===== config.mk =====
export PLATFORM = sky130hd
export DESIGN_NAME = cdec_ram_arbiter
export DESIGN_NICKNAME = d
export VERILOG_FILES = /design/src/rtl/cdec_ram_arbiter.sv
export SDC_FILE = /design/constraint.sdc
export NUM_CORES = 1
export LEC_CHECK = 0
export CAP_MARGIN = 20
export CORE_ASPECT_RATIO = 1.2
export CORE_MARGIN = 10
export CORE_UTILIZATION = 42
export CTS_CLUSTER_SIZE = 28
export DETAILED_ROUTE_END_ITERATION = 6
export GPL_TIMING_DRIVEN = 0
export PLACE_DENSITY = 0.74
export SYNTH_ARGS = -nofsm -noshare
export SYNTH_HDL_FRONTEND = slang
export SYNTH_SLANG_ARGS = --single-unit
export TNS_END_PERCENT = 1

===== constraint.sdc =====
create_clock -name Clk -period 1.6 [get_ports Clk]
set_input_delay 0.16 -clock Clk [delete_from_list [all_inputs] [get_ports Clk]]
set_output_delay 0.16 -clock Clk [all_outputs]
set_load 0.03 [all_outputs]

===== src/rtl/cdec_ram_arbiter.sv =====
// cdec_ram_arbiter: shares the single-port CDEC RAM between core and debug.
// CPU has priority; a starvation counter forces debug slots during bursts.
module cdec_ram_arbiter #(
  parameter int AW       = 8,
  parameter int DW       = 8,
  parameter int CORE_MAX = 4
) (
  input  logic          Clk,
  input  logic          nReset,
  input  logic          CpuReq,
  input  logic          CpuWe,
  input  logic [AW-1:0] CpuAddr,
  input  logic [DW-1:0] CpuWData,
  output logic          CpuAck,
  output logic [DW-1:0] CpuRData,
  input  logic          DbgReq,
  input  logic          DbgWe,
  input  logic [AW-1:0] DbgAddr,
  input  logic [AW-1:0] DbgLen,
  input  logic [DW-1:0] DbgWData,
  output logic          DbgBeat,
  output logic [DW-1:0] DbgRData,
  output logic          DbgDone,
  output logic          DbgBusy,
  output logic [AW-1:0] RamAddr,
  output logic [DW-1:0] RamData,
  output logic          RamWe,
  input  logic [DW-1:0] RamQ
);

  typedef enum logic [1:0] {IDLE, ACC, DONE} state_t;

  localparam logic [3:0] SMAX = 4'(CORE_MAX);

  state_t        state;
  state_t        state_nxt;
  logic          win_dbg;
  logic          beat_live;
  logic          dbg_req_q;
  logic          dir_reg;
  logic [AW-1:0] ptr_reg;
  logic [AW-1:0] cnt_reg;
  logic [3:0]    starve;

  logic dbg_start;
  logic dbg_abort;
  logic dbg_elig;
  logic arb;
  logic grant_dbg;
  logic grant_cpu;
  logic cpu_fin;
  logic dbg_fin;
  logic beat_ok;
  logic last_beat;

  assign dbg_start = DbgReq & ~dbg_req_q & ~DbgBusy;
  assign dbg_abort = DbgBusy & ~DbgReq;
  assign dbg_elig  = DbgBusy & DbgReq;

  always_ff @(posedge Clk or negedge nReset) begin
    if (!nReset) state <= IDLE;
    else         state <= state_nxt;
  end

  always_comb begin
    state_nxt = state;
    unique case (state)
      IDLE, DONE: begin
        if (grant_cpu | grant_dbg) state_nxt = ACC;
        else                       state_nxt = IDLE;
      end
      ACC:     state_nxt = DONE;
      default: state_nxt = IDLE;
    endcase
  end

  always_comb begin
    arb       = (state != ACC);
    grant_dbg = arb & dbg_elig & (~CpuReq | (starve == SMAX));
    grant_cpu = arb & CpuReq & ~grant_dbg;
    cpu_fin   = (state == ACC) & ~win_dbg;
    dbg_fin   = (state == ACC) & win_dbg;
    // an aborted burst's in-flight beat must not touch the counters
    beat_ok   = dbg_fin & beat_live & ~dbg_abort;
    last_beat = beat_ok & (cnt_reg == AW'(1));
  end

  always_ff @(posedge Clk or negedge nReset) begin
    if (!nReset) begin
      CpuAck    <= 1'b0;
      CpuRData  <= '0;
      DbgBeat   <= 1'b0;
      DbgRData  <= '0;
      DbgDone   <= 1'b0;
      DbgBusy   <= 1'b0;
      RamAddr   <= '0;
      RamData   <= '0;
      RamWe     <= 1'b0;
      win_dbg   <= 1'b0;
      beat_live <= 1'b0;
      dbg_req_q <= 1'b0;
      dir_reg   <= 1'b0;
      ptr_reg   <= '0;
      cnt_reg   <= '0;
      starve    <= '0;
    end else begin
      dbg_req_q <= DbgReq;
      CpuAck    <= cpu_fin;
      DbgBeat   <= dbg_fin;
      DbgDone   <= last_beat;
      if (cpu_fin) CpuRData <= RamQ;
      if (dbg_fin) DbgRData <= RamQ;

      RamWe <= 1'b0;
      if (grant_dbg) begin
        RamAddr <= ptr_reg;
        RamData <= DbgWData;
        RamWe   <= dir_reg;
      end else if (grant_cpu) begin
        RamAddr <= CpuAddr;
        RamData <= CpuWData;
        RamWe   <= CpuWe;
      end
      if (grant_cpu | grant_dbg) win_dbg <= grant_dbg;

      if (grant_dbg)                beat_live <= 1'b1;
      else if (dbg_fin | dbg_abort) beat_live <= 1'b0;

      unique case (1'b1)
        dbg_abort: begin
          DbgBusy <= 1'b0;
          ptr_reg <= '0;
          cnt_reg <= '0;
          dir_reg <= 1'b0;
        end
        dbg_start: begin
          DbgBusy <= 1'b1;
          ptr_reg <= DbgAddr;
          cnt_reg <= DbgLen;
          dir_reg <= DbgWe;
        end
        beat_ok: begin
          ptr_reg <= ptr_reg + AW'(1);
          cnt_reg <= cnt_reg - AW'(1);
          if (last_beat) DbgBusy <= 1'b0;
        end
        default: ;
      endcase

      if (dbg_abort | grant_dbg | last_beat)
        starve <= '0;
      else if (grant_cpu & DbgBusy & (starve != SMAX))
        starve <= starve + 4'd1;
    end
  end

endmodule


---- Word level (Yosys, flattened, before mapping) ----
Cells that the tools add are included.
storage, ports and cells
  logic and storage cells ................. 79
  register bits after elaboration ......... 63
  input port bits ......................... 54
  output and inout bits ................... 37
cells by class
  reduce and logical (&&, ||, !) cells .... 8
  $add $sub $neg .......................... 3
  muxes and demuxes ....................... 17
  bitwise logic cells ..................... 27
  equality and inequality tests ........... 7
operators by type and width
  kind                                                                 count
  8-bit case mux with 3 select lines                                   2
  8-bit 2-to-1 mux                                                     4
  1-bit AND                                                            15
  8-bit by 1-bit adder with 8-bit output (second input constant)       1
  8-bit by 1-bit == test with 1-bit output (second input constant)     1
  4-bit 2-to-1 mux                                                     2
  2-bit nonzero test                                                   4
  8-bit by 1-bit subtractor with 8-bit output (second input constant)  1
  1-bit NOT                                                            7
  1-bit 2-to-1 mux                                                     6
  1-bit bitwise OR                                                     5
  4-bit by 1-bit adder with 4-bit output (second input constant)       1
  4-bit by 3-bit == test with 1-bit output (second input constant)     1
  2-bit by 1-bit != test with 1-bit output (second input constant)     2
  4-bit by 3-bit != test with 1-bit output (second input constant)     1
  2-bit case mux with 2 select lines                                   1
  1-bit case mux with 3 select lines                                   1
  3-bit nonzero test                                                   1
  2-bit by 1-bit == test with 1-bit output (second input constant)     1
  2-bit == test (second input constant)                                1
  2-bit logical NOT                                                    1
  1-bit case mux with 2 select lines                                   1
  2-bit AND reduction                                                  1
  2-bit OR reduction                                                   1

---- Depth between registers and ports, before layout ----
  depth in word-level cells ............... 9
  gate-level depth with buffers ........... 7
  depth with buffers taken out ............ 6

---- Worst setup path before layout ----
OpenSTA, ideal clock, no wires.
  path kind ............................... register to register
  start point ............................. reg DbgBusy
  end point ............................... reg ptr_reg[5]
  path slack .............................. -0.033 ns
  stages on the path, launching flop included .. 6
  required time ........................... 1.474 ns
  data arrival time ....................... 1.507 ns
  cell sequence ........................... dfrtp_1 > nand2b_1 > and3_1 > buf_2 > a21bo_1 > a221o_1
on the way
  word-level cells in the longest chain between the ends .. 4
ends and longest elaborated chain
  item                                                                             RTL line  text
  from (decl)                                                                      24        output logic DbgBusy,
  from (signal assigned)                                                           95        DbgBusy <= 1'b0;
  from (signal assigned)                                                           131       DbgBusy <= 1'b0;
  from (signal assigned)                                                           137       DbgBusy <= 1'b1;
  1-bit AND                                                                        57        assign dbg_abort = DbgBusy & ~DbgReq;
  1-bit NOT                                                                        84        beat_ok = dbg_fin & beat_live & ~dbg_abort;
  1-bit AND                                                                        84
  8-bit case mux with 3 select lines / 3-bit nonzero test (equally long branches)  -
  to (signal assigned)                                                             138       ptr_reg <= DbgAddr;
  to (signal assigned)                                                             143       ptr_reg <= ptr_reg + AW'(1);
  to (decl)                                                                        41        logic [AW-1:0] ptr_reg;
Several ways; a longest one is shown, not always the timed one.
A chain may end at the register's enable or synchronous reset.

---- Worst setup path after layout ----
  start point ............................. reg starve[0]
  end point ............................... reg starve[2]
on the way
  word-level cells in the longest chain between the ends .. 8
ends and longest elaborated chain
  item                                      RTL line  text
  from (decl)                               43        logic [3:0] starve;
  from (signal assigned)                    153       starve <= starve + 4'd1;
  4-bit by 3-bit == test with 1-bit output  79        grant_dbg = arb & dbg_elig & (~CpuReq | (starve == SMAX));
  1-bit bitwise OR                          79
  1-bit AND                                 79
  1-bit NOT                                 80        grant_cpu = arb & CpuReq & ~grant_dbg;
  1-bit AND                                 80
  1-bit AND (2 in series)                   152       else if (grant_cpu & DbgBusy & (starve != SMAX))
  2-bit nonzero test (no line)              -
Several ways; a longest one is shown, not always the timed one. The select of a mux whose other input is x is not followed.

==> results.py <==
metrics = {
    "placement": {
        "preCtsSetupSlack_ps": -400,
        "gp_congestion": 0.834,
        "io_buffers": 89,
        "hpwlAfterDp_um": 5570,
        "place_inst": 438,
    },
    "timing": {
        "timing.final.ws_setup_ps": -35.7,
        "fin_crit_ps": 1640,
        "relSlewSlack": 0.471,
        "drv_slew": 0,
        "post-route-period-util": 1.02,
        "fin_skew_ps": 6.47,
        "setup_violations": 5,
        "clock.fmax_mhz": 611,
        "worst_pin_slew_ps": 793,
        "holdWs_ps": 156,
        "rsz0062_at_grt": "true",
        "hold_viol": 0,
    },
    "global_route": {
        "grt_pass1_vias": 2436,
        "grt_first_pass_wirelength_um": 12700,
        "antenna_found_initial": 0,
        "overflow": 0,
        "grt_max_degree": 64,
        "grtUsageTotal": 0.150,
    },
    "synth": {
        "yosysWarnings": 0,
        "synth_commonest_cells": "dfrtp_1 (63), nand2_1 (25), mux2i_1 (17)",
        "syn_inst": 262,
        "async_flop_share": 1.00,
        "synth.most_common_cell": "dfrtp_1",
        "syn_nets": 321,
        "syn_area_per_cell_um2": 11.1,
        "synth_top_area_share": 0.542,
        "ys_ff_latch": 63,
        "synth-edff-count": 0,
        "synthFlopType": "dfrtp_1",
        "yosys-top-cells-area": "dfrtp_1 (54%), mux2_2 (6.2%), mux2i_1 (5.8%)",
        "syn_area_um2": 2910,
        "yosys.area.top_type": "dfrtp_1",
        "ys_seq_area_frac": 0.542,
        "synth_cell_types": 45,
    },
    "critical_path": {
        "worstPathArrival_ps": 1870,
        "crit_type": "flop to flop",
        "crit_fanout": 4,
        "worstSetupStartpointType": "flop",
        "end_kind": "flop",
        "r2r_cells": 7,
        "worst_ep_required_time_ps": 1840,
    },
    "status": {
        "violations": "setup timing",
        "status": "finished with violations",
    },
    "die": {
        "die_y_um": 111,
        "die-area_um2": 10700,
        "die_w_um": 96.0,
        "core_area_um2": 6770,
        "ios": 91,
        "initial_core_util": 0.430,
        "rows": 33,
    },
    "clocking": {
        "clkLatencyLatePin_ps": 340,
        "root_buffer": "clkbuf_8",
        "cts.clk_slew.worst_paths_ps": 70,
        "htreeDepth": 3,
        "cts_buffers": 9,
        "clock_path_buffers": 2,
        "cts_tree": "yes",
        "cts.sinks": 63,
    },
    "min_path": {
        "hp-class": "input pin to flop",
        "worstHoldPathCells": 3,
    },
    "layout": {
        "nNetsFinal": 427,
        "post-route-util": 0.632,
        "drive_above_1_share": 0.196,
        "stdcell_count": 459,
        "synthToLayoutAreaGrowth_pct": 47.1,
        "diodes": 0,
    },
    "route": {
        "wire_per_inst_um": 17.0,
        "drtPass1Iterations": 4,
        "first_iter_violations": 87,
        "wl_um": 7810,
        "via_per_inst": 5.35,
        "num_vias": 2456,
        "drtAntennaViolNets": 0,
        "drc": 0,
    },
    "pwr": {
        "ir_drop_mv": 1.02,
        "powerDensity_nw_per_um2": 1380,
        "p_leak_nw": 1.84,
    },
    "flow_run": {
        "cap_violations": 0,
    },
}
## worst max-delay path, cell delays in order (launching register included)
cell,delay [ps]
dfrtp_1,410
inv_2,80
ha_4,110
nand3b_1,190
a211o_1,390
o211ai_1,110
buf_4,180
nor2_1,50
## placed cells by master (no fill, tap or decap), types with 5 or more instances in the layout
master / n
mux2i_1: 17
a221o_1: 6
o21ai_0: 16
nor2_1: 9
mux2_2: 16
clkbuf_8: 11
clkdlybuf4s50_1: 87
inv_1: 9
o21ai_1: 16
dfrtp_1: 58
dfrtp_2: 5
buf_4: 7
nand2_1: 25
## cell type report
type / instances / area, um^2
Inverter: 11 / 41.3
Clock buffer: 12 / 155
Tap cell: 87 / 109
Timing Repair Buffer: 95 / 938
Clock inverter: 3 / 42.5
Buffer: 13 / 105
Fill cell: 573 / 2490
Sequential cell: 63 / 1580
Multi-Input combinational cell: 175 / 1310
## metal layers
layer	vias to the layer above	track usage	wire length, um
met3	14	0.0447	485
met1	1205	0.189	3350
met4	0	0.0591	177
met5	-	0	0
li1	1164	-	-
met2	73	0.231	3800
## power breakdown
part / leakage (nW) / internal [mW] / total, mW / switching (mW)
combinational: 0.965 / 1.05 / 2.21 / 1.16
clock: 0.0985 / 0.794 / 1.40 / 0.603
sequential: 0.776 / 2.00 / 2.28 / 0.284
total: 1.84 / 3.84 / 5.88 / 2.04
## path summary, 6_finish.rpt
kind	startpoint	to	slack [ps]
worst min register to register	state[0]$_DFF_PN0_	state[0]$_DFF_PN0_	460
max in group asynchronous	nReset	DbgBusy$_DFFE_PN0P_	550
min in group asynchronous	nReset	CpuRData[1]$_DFFE_PN0P_	480
worst max-delay path	starve[0]$_DFFE_PN0P_	starve[2]$_DFFE_PN0P_	-40
worst min-delay path	CpuReq	RamWe$_DFF_PN0_	160
worst max register to register	starve[0]$_DFFE_PN0P_	starve[2]$_DFFE_PN0P_	-40
## kinds of logic after synthesis
kind of cell    Yosys count  synth area share
compound gates           65             0.149
xor+xnor                  2           0.00602
fa+ha+maj                 5            0.0215
buf+inv                  24            0.0366
flops                    63             0.542
mux                      33             0.120
simple gates             70             0.124
## metrics by stage
| stage | TNS (ps) | cell area, um^2 | power (mW) |
|---|---|---|---|
| after floorplan | 0 | 2910 | 3.45 |
| after global placement | -119320 | 3910 | 4.35 |
| after detailed placement | -10370 | 3910 | 4.40 |
| after CTS | -27.8 | 4170 | 5.84 |
| after global routing | -1640 | 4280 | 6.20 |
| final | -144 | 4280 | 5.88 |
## timing repair
action,CTS,global route
resized for setup,14,26
pin swaps,3,4
hold endpoints to repair,63,0
endpoints found under the setup margin,31,44
hold buffers,1,0
setup buffers,2,3
(Power assumes the default switching activity.)
